`config.mk`:
```
export PLATFORM = sky130hd
export DESIGN_NAME = load_dma
export DESIGN_NICKNAME = d
export VERILOG_FILES = /design/src/rtl/load_pkg.sv /design/src/rtl/load_addr_gen.sv /design/src/rtl/load_dma.sv
export SDC_FILE = /design/constraint.sdc
export NUM_CORES = 1
export LEC_CHECK = 0
export CAP_MARGIN = 25
export CORE_MARGIN = 4
export CORE_UTILIZATION = 44
export DETAILED_ROUTE_END_ITERATION = 8
export PLACE_DENSITY_LB_ADDON = 0.25
export SLEW_MARGIN = 20
export SYNTH_ARGS = -nofsm -noshare
export SYNTH_HDL_FRONTEND = slang
export SYNTH_SLANG_ARGS = --single-unit
```
`constraint.sdc`:
```
create_clock -name clk -period 3.7 [get_ports clk]
set_clock_uncertainty 0.15 [all_clocks]
set_input_delay 0.74 -clock clk [delete_from_list [all_inputs] [get_ports clk]]
set_output_delay 0.74 -clock clk [all_outputs]
set_load 0.02 [all_outputs]
```
`src/rtl/load_pkg.sv`:
```
// Shared types and AXI constants for the load DMA: FSM states, burst/response
// encodings and the SRAM target select.
package load_pkg;

  typedef enum logic [1:0] {
    IDLE = 2'd0,
    AR   = 2'd1,
    DATA = 2'd2,
    DONE = 2'd3
  } state_t;

  localparam logic [1:0] INCR = 2'b01;
  localparam logic [1:0] OKAY = 2'b00;

  typedef enum logic [1:0] {
    SRAM_INP = 2'd0,
    SRAM_WGT = 2'd1,
    SRAM_ACC = 2'd2,
    SRAM_UOP = 2'd3
  } sram_type_t;

endpackage

```
`src/rtl/load_addr_gen.sv`:
```
// DRAM request address and SRAM write pointer for the load DMA, including the
// per-burst snapshot used to rewind on a retried burst.
module load_addr_gen
  import load_pkg::*;
#(
  parameter int AW  = 12,
  parameter int SAW = 8
) (
  input  logic           clk,
  input  logic           rst_n,
  input  logic           start,
  input  logic [AW-1:0]  start_dram,
  input  logic [2:0]     start_size,
  input  logic [2:0]     start_str,
  input  logic [SAW-1:0] start_sram,
  input  logic           beat_wr,
  input  logic           next_burst,
  input  logic           restore,
  output logic [AW-1:0]  dram_addr,
  output logic [SAW-1:0] sram_ptr
);

  logic [AW-1:0]  step_q;
  logic [SAW-1:0] base_q;
  logic [SAW-1:0] ptr_inc;

  // The last beat of a burst may write in the same cycle the burst closes.
  assign ptr_inc = sram_ptr + SAW'(beat_wr);

  always_ff @(posedge clk or negedge rst_n) begin
    if (!rst_n) begin
      dram_addr <= '0;
      step_q    <= '0;
      sram_ptr  <= '0;
      base_q    <= '0;
    end else if (start) begin
      dram_addr <= start_dram;
      step_q    <= AW'(start_str) << start_size;
      sram_ptr  <= start_sram;
      base_q    <= start_sram;
    end else if (restore) begin
      // dram_addr only moves between bursts, so it already holds the burst start.
      sram_ptr <= base_q;
    end else begin
      sram_ptr <= ptr_inc;
      if (next_burst) begin
        dram_addr <= dram_addr + step_q;
        base_q    <= ptr_inc;
      end
    end
  end

endmodule

```
`src/rtl/load_dma.sv`:
```
// Load DMA: reads DRAM over AXI (one INCR burst or strided single beats) and
// writes each clean beat into the selected SRAM, retrying failed bursts.
module load_dma
  import load_pkg::*;
#(
  parameter int DW        = 32,
  parameter int AW        = 12,
  parameter int SAW       = 8,
  parameter int IDW       = 8,
  parameter int MAX_RETRY = 2
) (
  input  logic            clk,
  input  logic            rst_n,
  input  logic            cmd_vld,
  output logic            cmd_rdy,
  input  logic [IDW-1:0]  cmd_id,
  input  logic [AW-1:0]   cmd_dram_addr,
  input  logic [7:0]      cmd_len,
  input  logic [2:0]      cmd_size,
  input  logic [2:0]      cmd_str,
  input  logic [SAW-1:0]  cmd_sram_addr,
  input  logic [1:0]      cmd_sram_type,
  output logic [IDW-1:0]  arid,
  output logic [AW-1:0]   araddr,
  output logic [7:0]      arlen,
  output logic [2:0]      arsize,
  output logic [1:0]      arburst,
  output logic            arvld,
  input  logic            arrdy,
  input  logic [IDW-1:0]  rid,
  input  logic [DW-1:0]   rdata,
  input  logic [1:0]      rresp,
  input  logic            rlast,
  input  logic            rvld,
  output logic            rrdy,
  output logic            sram_vld,
  output logic [DW/8-1:0] sram_wen,
  output logic [SAW-1:0]  sram_addr,
  output logic [DW-1:0]   sram_din,
  output logic [1:0]      sram_type,
  output logic            done_vld,
  output logic            done_err,
  output logic            busy
);

  // Handshakes: a transfer happens on a cycle where valid and ready are both
  // high at the rising edge; a raised valid holds its payload until that edge.

  state_t         state_q, state_n;
  logic [IDW-1:0] id_q;
  logic [7:0]     len_q;
  logic [2:0]     size_q;
  logic           strided_q;
  logic [1:0]     type_q;
  logic [7:0]     req_left_q;
  logic [7:0]     retry_q;
  logic           err_flag_q;
  logic           err_rec_q;

  logic           start, beat, id_hit, beat_ok, beat_err, last;
  logic           err_now, retry_go, next_go;
  logic [AW-1:0]  dram_addr;
  logic [SAW-1:0] sram_ptr;
  logic [DW/8-1:0] wen_mask;

  assign start    = (state_q == IDLE) && cmd_vld;
  assign beat     = (state_q == DATA) && rvld;
  assign id_hit   = (rid == id_q);
  // Beats carrying a foreign ID are swallowed entirely, including their rlast.
  assign beat_ok  = beat && id_hit && (rresp == OKAY);
  assign beat_err = beat && id_hit && (rresp != OKAY);
  assign last     = beat && id_hit && rlast;
  assign err_now  = err_flag_q || beat_err;
  assign retry_go = last && err_now && (int'(retry_q) < MAX_RETRY);
  assign next_go  = last && !err_now && strided_q && (req_left_q != 8'd0);

  always_ff @(posedge clk or negedge rst_n) begin
    if (!rst_n) state_q <= IDLE;
    else        state_q <= state_n;
  end

  always_comb begin
    state_n  = state_q;
    cmd_rdy  = 1'b0;
    arvld    = 1'b0;
    rrdy     = 1'b0;
    done_vld = 1'b0;
    busy     = 1'b1;
    case (state_q)
      IDLE: begin
        cmd_rdy = 1'b1;
        busy    = 1'b0;
        if (cmd_vld) state_n = AR;
      end
      AR: begin
        arvld = 1'b1;
        if (arrdy) state_n = DATA;
      end
      DATA: begin
        rrdy = 1'b1;
        if (last) state_n = (retry_go || next_go) ? AR : DONE;
      end
      DONE: begin
        done_vld = 1'b1;
        state_n  = IDLE;
      end
      default: state_n = IDLE;
    endcase
  end

  always_ff @(posedge clk or negedge rst_n) begin
    if (!rst_n) begin
      id_q       <= '0;
      len_q      <= '0;
      size_q     <= '0;
      strided_q  <= 1'b0;
      type_q     <= '0;
      req_left_q <= '0;
      retry_q    <= '0;
      err_flag_q <= 1'b0;
      err_rec_q  <= 1'b0;
    end else if (start) begin
      id_q       <= cmd_id;
      len_q      <= cmd_len;
      size_q     <= cmd_size;
      strided_q  <= (cmd_str != 3'd0);
      type_q     <= cmd_sram_type;
      req_left_q <= cmd_len;
      retry_q    <= '0;
      err_flag_q <= 1'b0;
      err_rec_q  <= 1'b0;
    end else if (last) begin
      err_flag_q <= 1'b0;
      if (retry_go)     retry_q <= retry_q + 8'd1;
      else if (err_now) err_rec_q <= 1'b1;
      else if (next_go) begin
        req_left_q <= req_left_q - 8'd1;
        retry_q    <= '0;
      end
    end else if (beat_err) begin
      err_flag_q <= 1'b1;
    end
  end

  load_addr_gen #(
    .AW  (AW),
    .SAW (SAW)
  ) u_addr_gen (
    .clk        (clk),
    .rst_n      (rst_n),
    .start      (start),
    .start_dram (cmd_dram_addr),
    .start_size (cmd_size),
    .start_str  (cmd_str),
    .start_sram (cmd_sram_addr),
    .beat_wr    (beat_ok),
    .next_burst (next_go),
    .restore    (retry_go),
    .dram_addr  (dram_addr),
    .sram_ptr   (sram_ptr)
  );

  always_comb begin
    wen_mask = '0;
    for (int i = 0; i < DW/8; i++) wen_mask[i] = (i < (1 << size_q));
  end

  assign arid     = id_q;
  assign araddr   = dram_addr;
  assign arlen    = strided_q ? 8'd0 : len_q;
  assign arsize   = size_q;
  assign arburst  = arvld ? INCR : 2'b00;

  assign sram_vld  = beat_ok;
  assign sram_wen  = beat_ok ? wen_mask : '0;
  assign sram_addr = beat_ok ? sram_ptr : '0;
  assign sram_din  = beat_ok ? rdata : '0;
  assign sram_type = beat_ok ? type_q : '0;
  assign done_err  = done_vld && err_rec_q;

endmodule

```
==> summary.md <==
| Metric | Value |
|---|---|
| Largest net degree at the start of global routing | `81` |
| Floorplan row count | `36` |
| CTS tree | `built` |
| Setup TNS | `0 ns` |
| Total CTS buffers | `9` |
| Avg Vias per Cell | `5.33` |
| Width of the die | `109 um` |
| Initial antenna violation count | `2` |
| Fillers | `834` |
| Max cap viols | `0` |
| Psw | `1.74 mW` |
| Critical path, cell by cell | `clkdlybuf4s50_1 > xnor2_2 > nand2_2 > nor4_4 > nor3b_4 > buf_6 > clkbuf_16 > and2_1 > buf_2` |
| Flop pwr share | `36.3%` |
| Final hold violations | `0` |
| Pre-antenna DRT Iters | `4` |
| Final slew viol count | `0` |
| Combinational fraction of design power | `50.0%` |
| Number of global-route vias before repair | `4,389` |
| Hold Buf Count CTS | `0` |
| Starting density of the core | `45.3%` |
| Switch share | `40.6%` |
| Yosys reg bits | `80` |
| Leak | `3.06 nW` |
| Most numerous cell in the Yosys netlist | `nand2_1` |
| Final worst setup slack | `0.0866 ns` |
| Clk root buf | `clkbuf_8` |
| Total wire length | `14,000 um` |
| CP max-delay cell | `clkdlybuf4s50_1` |
| Dpl hpwl | `10,000 um` |
| Die footprint | `0.0118 mm2` |
| Clk_lat worst skew | `0.35 ns` |
| Final ANT Viol Nets | `0` |
| Post-synth EDFFs | `0` |
| Count of different cell masters after synthesis | `48` |
| Rel. slew slack | `45.8%` |
| Syn avg cell area | `9.24 um2` |
| Fmax achieved | `277 MHz` |
| Share of layout cells above drive strength 1 | `13.2%` |
| Routed len/inst | `17.4 um` |
| Hold crit path type | `primary input to async pin` |
| Remaining Overflow, GRT | `0` |
| Clock transition at path regs | `0.07 ns` |
| Finish-stage setup viols | `0` |
| CP Buf/Inv Count | `4` |
| Critical path class | `primary input to output port` |
| Post-place instance area | `0.00643 mm2` |
| Worst-Margin Slew | `0.809 ns` |
| # nets final | `772` |
| Worst path max stage delay | `0.51 ns` |
| Internal power | `2.54 mW` |
| DRT iter0 DRCs | `251` |
| Final instance area | `0.00656 mm2` |
| Synth top area share | `45.0%` |
| Post-Place Cells | `782` |
| Cells after synthesis | `481` |
| Crit path time final | `3.61 ns` |
| Core ar. | `0.00982 mm2` |
| Leading area contributor after synthesis | `dfrtp_1` |
| I/O pin cnt | `178` |
| Syn_nets | `589` |
| Primary FF master, synth | `dfrtp_1` |
| Post-synthesis sequential area ratio | `45.0%` |
| Setup WS pre-CTS | `-0.357 ns` |
| Crit end category | `output port` |
| Clk pwr share | `13.7%` |
| Commonest cells post-synth | `nand2_1 (92), dfrtp_1 (80), and2_1 (46)` |
| First-pass GRT wire length | `21,300 um` |
| GRT Total Usage | `22.9%` |
| Clk sinks | `80` |
| Max FO, Critical Path | `10` |
| Crit path DAT | `2.72 ns` |
| Layout Area Growth over Synthesis | `47.6%` |
| H-tree Lvls | `3` |
| Total power divided by cell area | `652 mW/mm2` |
| Synthesized area | `0.00445 mm2` |
| Outcome | `completed` |
| Clock buffer depth | `2` |
| Synth top area cells | `dfrtp_1 (45%), nand2_1 (7.8%), and2_1 (6.5%), ha_1 (4.2%), a221o_1 (3.6%)` |
| Post-Layout Cell Count | `802` |
| DRC viols | `0` |
| Asr flop ratio synth | `100%` |
| Top delay family on crit path | `buffers and inverters` |
| Final Cycle Share | `97.7%` |
| Fin util | `66.8%` |
| I/O Buffers | `176` |
| Max VDD drop | `0.000426 V` |
| Synth warnings | `0` |
| Via count | `4,276` |
| Die H | `109 um` |
| Crit start category | `primary input` |
| Placer congestion estimate | `0.881` |
| Req. time, crit path | `2.81 ns` |
## registers in the layout, indices dropped and copies added (netlist names), 2 cells and up
name / cells
len_q: 8
arid: 8
type_q: 2
u_addr_gen.base_q: 8
u_addr_gen.step_q: 10
state_q: 2
req_left_q: 8
u_addr_gen.dram_addr: 12
retry_q: 8
arsize: 3
u_addr_gen.sram_ptr: 8
## power by group through the flow
| stage | clock (mW) | sequential (mW) | combinational, mW |
|---|---|---|---|
| 6_report | 0.585 | 1.55 | 2.14 |
| 5_1_grt | 0.642 | 1.60 | 2.36 |
| 3_3_place_gp | 0 | 1.54 | 2.04 |
| 2_1_floorplan | 0 | 1.62 | 1.18 |
| 4_1_cts | 0.602 | 1.54 | 2.13 |
| 3_5_place_dp | 0 | 1.55 | 2.11 |
## repair_timing
| action | in CTS | in global routing |
|---|---|---|
| cloned | 0 | 3 |
| pin swaps | 0 | 2 |
| setup endpoints to repair | 47 | 46 |
| buffers inserted | 0 | 1 |
| gates resized for setup | 131 | 51 |
## layer usage
layer | track usage (%) | vias to the layer above | part of all wire, %
met3 | 5.49 | 30 | 7.1
met4 | 9.29 | 0 | 2.7
met2 | 39.1 | 173 | 48
met5 | 0 | - | 0
met1 | 27.7 | 2054 | 42
li1 | - | 2019 | -
## layout make-up
class	instances	area, um2	share of cell area [%]
inverter	9	33.8	0.515
multi-input combinational	369	2350	35.8
clock buffer	14	173	2.63
sequential	80	2000	30.5
timing repair buffer	195	1830	27.9
tap	133	166	2.54
antenna	2	5.00	0.0763
## cells in the final DEF (no fill, tap or decap), types with 5 or more instances in the layout
cell type        synthesis  layout
and3_1                  14      14
clkdlybuf4s15_2          0       6
clkdlybuf4s50_1          0     127
o21bai_1                 5       5
nand2_1                 92      90
and2_1                  46      46
buf_2                    5      32
nor2b_1                 13      13
inv_1                    9       9
xor2_1                  10      10
nor2_1                  30      30
ha_1                    15      15
a21oi_1                 15      15
dfrtp_1                 80      80
mux2i_1                  6       6
nand3_1                 17      16
clkbuf_8                 0      12
a221o_1                 16      16
o21ai_0                 18      18
buf_4                    3      12
xnor2_1                 16      12
o211ai_1                 6       6
## stage by stage
stage,power (mW),hold WS (ns)
finish,4.28,0.266
global route,4.60,0.333
CTS,4.27,0.324
detailed placement,3.67,0.306
global placement,3.59,0.303
floorplan,2.80,0.287
## cells by family (layout without fill, tap and decap cells)
kind of cell	after synthesis	in the layout	synth area share (%)
multiplexers	7	7	1.60
AND/OR/NAND/NOR	232	232	26.4
adder cells (fa/ha/maj)	16	16	4.67
buffers and inverters	32	218	3.10
XOR/XNOR	26	26	5.12
flip-flops	80	80	45.0
AO/OA/AOI/OAI	87	87	14.0
other	1	3	0.0844
## path summary, 6_finish.rpt
path / start / endpoint / slack [ns] / cells after the start
setup / recovery: rid[1] / sram_din[23] / 0.09 / 9
hold / removal: rst_n / u_addr_gen.sram_ptr[4]$_DFF_PN0_ / 0.27 / 1
setup reg to reg: state_q[1]$_DFFE_PN0P_ / u_addr_gen.base_q[6]$_DFFE_PN0P_ / 0.68 / 13
hold reg to reg: len_q[1]$_DFFE_PN0P_ / len_q[1]$_DFFE_PN0P_ / 0.32 / 2
max in group asynchronous: rst_n / type_q[0]$_DFFE_PN0P_ / 2.63 / 1
min in group clk: len_q[1]$_DFFE_PN0P_ / len_q[1]$_DFFE_PN0P_ / 0.32 / 2
Note: power is estimated with default switching activity, not from simulation.
==> variant 1, RTL diff (same flow settings) <==
`DW`: 32 -> 24.
--- a/src/rtl/load_dma.sv
+++ b/src/rtl/load_dma.sv
@@ -3,7 +3,7 @@
 module load_dma
   import load_pkg::*;
 #(
-  parameter int DW        = 32,
+  parameter int DW        = 24,
   parameter int AW        = 12,
   parameter int SAW       = 8,
   parameter int IDW       = 8,
Interface: changed (resized rdata, sram_din and sram_wen); port bits go from 178 to 161. No check against the original RTL was run, so the function may have changed too.
==> variant 1 against the unedited design <==
  * Design area shrank 4.4%
  * Power down 0.25%
  * Combinational power up 3%
  * Global-route usage shrank 1.8 points
  * Synthesized area grew 1.0%
  * Wire length down 8.5%
  * Sequential cell count unchanged
  * Worst setup slack better by 0.049 ns
  * Critical path type unchanged
  * Critical endpoint is now sram_din[21]
==> variant 1: results (changes against the unedited design) <==
| Metric | This run | Unit | Delta |
|:---|:---|:---|:---|
| Outcome | completed | - |  |
| Maximum fanout encountered on the critical timing path | 18 | - | +8 |
| Worst vdd rail ir drop | 0.449 | mV | +5.4% |
| Filler cells | 822 | - | -1.4% |
| Placed insts | 774 | - | -1.0% |
| Arrival time of data at the critical path endpoint | 2.67 | ns | -0.05 ns |
| Most frequent cells after synthesis | nand2_1 (96), dfrtp_1 (80), and2_1 (36), nor2_1 (28) | - |  |
| Slew at the pin closest to its max-slew limit | 0.731 | ns | -0.0786 ns |
| Layout cell share with drive strength beyond 1 | 11.6 | % | -1.6 points |
| Net count of the mapped netlist | 591 | - | +0.34% |
| Worst setup timing slack at the placement stage | -0.223 | ns | +0.134 ns |
| Delay of the slowest critical-path stage | 0.41 | ns | -0.10 ns |
| Global placement routability congestion | 0.842 | - | -4.4% |
| Register-to-register setup slack | 0.75 | ns | +0.07 ns |
| Count of input and output buffers | 159 | - | -9.7% |
| Endpoint of the lowest-slack register-to-register path | u_addr_gen.sram_ptr[6] | - |  |
| Yosys cell types | 54 | - | +13% |
| R2r startpoint | arid[4] | - |  |
| Vias per inst | 5.29 | - | -0.76% |
| Total leakage power | 2.97 | nW | -2.7% |
| Synth top area cells | dfrtp_1 (45%), nand2_1 (8.0%), and2_1 (5.0%) | - |  |
| Sequential-to-total area share from yosys stat | 44.6 | % | -0.45 points |
| Count of inserted antenna diode cells | 0 | - | -2 |
| Avg WL per Cell | 16.2 | µm | -7.1% |
| Post-detail-place hpwl | 9290 | µm | -7.3% |
-- variant 1: cell types whose count changed in the layout (fill, tap and decap cells not counted), sizes merged, moves of 7 or more --
cell           unedited run  this run
xor2                     10        18
buf                      52        24
clkdlybuf4s15            10         0
clkdlybuf4s50           127       120
clkbuf                   18        42
and2                     46        36
-- variant 1: critical path: cells and delay by family --
family	cells	cell delay [ns]
xor gates and xnor gates	1	0.15
buffers and inverters	4	0.89
and+or+nand+nor	4	0.91
-- variant 1: worst max path at each step --
stage	from	cells after the start	endpoint	slack, ns
finish	rid[4]	9	sram_din[21]	0.14
global route	rid[4]	9	sram_din[21]	-0.01
CTS	rid[4]	7	sram_wen[0]	0.04
detailed placement	rid[4]	8	sram_addr[0]	-0.22
global placement	rid[4]	8	sram_addr[0]	-0.19
floorplan	rid[4]	12	u_addr_gen.sram_ptr[6]	0.13
-- variant 1: area by class of cell --
class / count / area (µm²) / share of cell area [%]
Multi-Input combinational cell: 377 / 2340 / 37.3
Sequential cell: 80 / 2000 / 31.9
Timing Repair Buffer: 177 / 1580 / 25.2
Tap cell: 133 / 166 / 2.65
Clock buffer: 11 / 131 / 2.09
Inverter: 9 / 33.8 / 0.538
Clock inverter: 3 / 21.3 / 0.339
-- variant 1: what timing repair did --
item / 4_1_cts / 5_1_grt
gates cloned: 0 / 1
setup buffers: 0 / 1
gates resized for setup: 37 / 80
pin swaps: 0 / 1
setup endpoints to repair: 37 / 37
-- variant 1: per-layer routing --
| metal | routed length, µm | GRT usage [%] | up-vias |
|---|---|---|---|
| met1 | 5320 | 26.6 | 1990 |
| met4 | 92 | 5.86 | 0 |
| li1 | - | - | 2016 |
| met3 | 1080 | 3.97 | 8 |
| met5 | 0 | 0 | - |
| met2 | 6290 | 37.1 | 166 |
-- variant 1: power by group --
part	total (mW)	switching (mW)	internal, mW
Combinational	2.20	1.17	1.02
Sequential	1.53	0.306	1.23
Clock	0.540	0.303	0.237
Total	4.27	1.78	2.49
-- variant 1: cells by family (layout without fill, tap and decap cells) --
family,Yosys count,after routing,synth area share (%)
simple gates,237,237,26.4
compound gates,87,87,13.6
flops,80,80,44.6
buf+inv,34,200,3.45
xor+xnor,28,28,5.46
fa+ha+maj,16,16,4.63
mux,8,8,1.81
other cells,1,1,0.0835
-- variant 1: per-stage QoR --
step           hold WS [ns]  utilization [%]
2_1_floorplan         0.287                -
3_3_place_gp          0.300             63.4
3_5_place_dp          0.309             63.4
4_1_cts               0.328             64.5
5_1_grt               0.336             63.6
6_report              0.262             63.6
==> variant 2, RTL diff (same settings) <==
Made on the original files. Re-encode `state_t` (4 states) as one-hot, 4 bits wide.
--- a/src/rtl/load_pkg.sv
+++ b/src/rtl/load_pkg.sv
@@ -2,11 +2,11 @@
 // encodings and the SRAM target select.
 package load_pkg;
 
-  typedef enum logic [1:0] {
-    IDLE = 2'd0,
-    AR   = 2'd1,
-    DATA = 2'd2,
-    DONE = 2'd3
+  typedef enum logic [3:0] {
+    IDLE = 4'b0001,
+    AR   = 4'b0010,
+    DATA = 4'b0100,
+    DONE = 4'b1000
   } state_t;
 
   localparam logic [1:0] INCR = 2'b01;
Formal check against the unedited RTL: no difference found for any inputs over 4 cycles, from zero or initial values and one cycle with rst_n low; so few cycles prove little.
==> variant 2 against the unedited design <==
  * The flow now finishes with violations (negative setup slack)
  * Die area up 4.4%
  * Via count up 9.7%
  * Sequential cell count up 2
  * Register-to-register slack got worse by 0.62 ns
  * Synthesized area increased by 4.7%
  * Power rose by 9.7%
  * Worst setup slack got worse by 0.17 ns
  * Worst hold slack worse by 0.030 ns
  * Design area up 8.8%
  * First-iteration DRC count decreased by 6.0%
  * Wire length up 10%
  * Sequential share of layout area is 1.8 points lower
  * Sequential power up 3%
  * Largest cell class unchanged
==> variant 2: results (changes against the unedited design) <==
| Metric | This run | Unit | Delta |
|:---|:---|:---|:---|
| Post-Syn Instances | 522 | - | +8.5% |
| Cell family with most CP delay | simple AND/OR/NAND/NOR gates | - |  |
| Outcome | finished, violations left | - |  |
| Count of inserted antenna diode cells | 0 | - | -2 |
| Setup TNS after final layout | -0.822 | ns | -0.822 ns |
| Layout cell share with drive strength beyond 1 | 20.0 | % | +6.8 points |
| Worst-case setup margin in the final layout | -0.0811 | ns | -0.168 ns |
| Layout clock area frac | 3.50 | % | +0.87 points |
| Multi-Input Combinational | 392 | - | +6.2% |
| Number of setup violations in the final report | 28 | - | +28 |
| Worst setup timing slack at the placement stage | -0.636 | ns | -0.279 ns |
| Layout non-clock buf frac | 29.3 | % | +1.4 points |
| Delay of the slowest critical-path stage | 0.54 | ns | +0.03 ns |
| Yosys cell types | 60 | - | +25% |
| Failing checks | negative setup slack | - |  |
| Routing usage on met1 | 28.1 | % | +0.38 points |
| Xor/xnor cell area share of the yosys netlist | 4.14 | % | -0.98 points |
| Post-detail-place hpwl | 11200 | µm | +12% |
| Pre-antenna DRT Iters | 5 | - | +1 |
| Layout clock buffer count | 10 | - | -4 |
| Seq/total area | 28.7 | % | -1.8 points |
| Compound-Gate Fraction of Synth Area | 15.1 | % | +1.1 points |
| Nonclk buf count | 219 | - | +12% |
| Post-CTS Setup Repair Bufs | 11 | - | +11 |
| GRT Overall Usage | 24.9 | % | +2.0 points |
| Multiplexer share of the synthesized area | 1.13 | % | -0.48 points |
| Met3 capacity usage during global routing | 5.24 | % | -0.25 points |
| Inverters | 20 | - | +11 |
| Maximum number of pins on one net before global-route repair | 83 | - | +2.5% |
-- variant 2: changes by cell type in the layout (fill, tap and decap cells not counted), moves of 5 or more --
cell / unedited run / this run
a21oi_1: 15 / 23
a221o_1: 16 / 8
and2_1: 46 / 29
and2_4: 0 / 19
and3_1: 14 / 7
buf_2: 32 / 6
buf_4: 12 / 53
buf_6: 4 / 27
clkdlybuf4s15_2: 6 / 1
inv_1: 9 / 20
nand3_1: 16 / 8
nor2_1: 30 / 39
nor3_1: 3 / 8
o31ai_1: 2 / 10
-- variant 2: final timing paths --
check,from,end,slack [ns],cells past startpoint
worst min-delay path,rst_n,state_q[1],0.24,1
min in group clk,len_q[4],len_q[4],0.32,2
worst min register to register,len_q[4],len_q[4],0.32,2
max in group asynchronous,rst_n,u_addr_gen.step_q[9],2.60,1
worst max-delay path,state_q[0],sram_din[9],-0.08,9
worst max register to register,state_q[0],u_addr_gen.sram_ptr[6],0.06,14
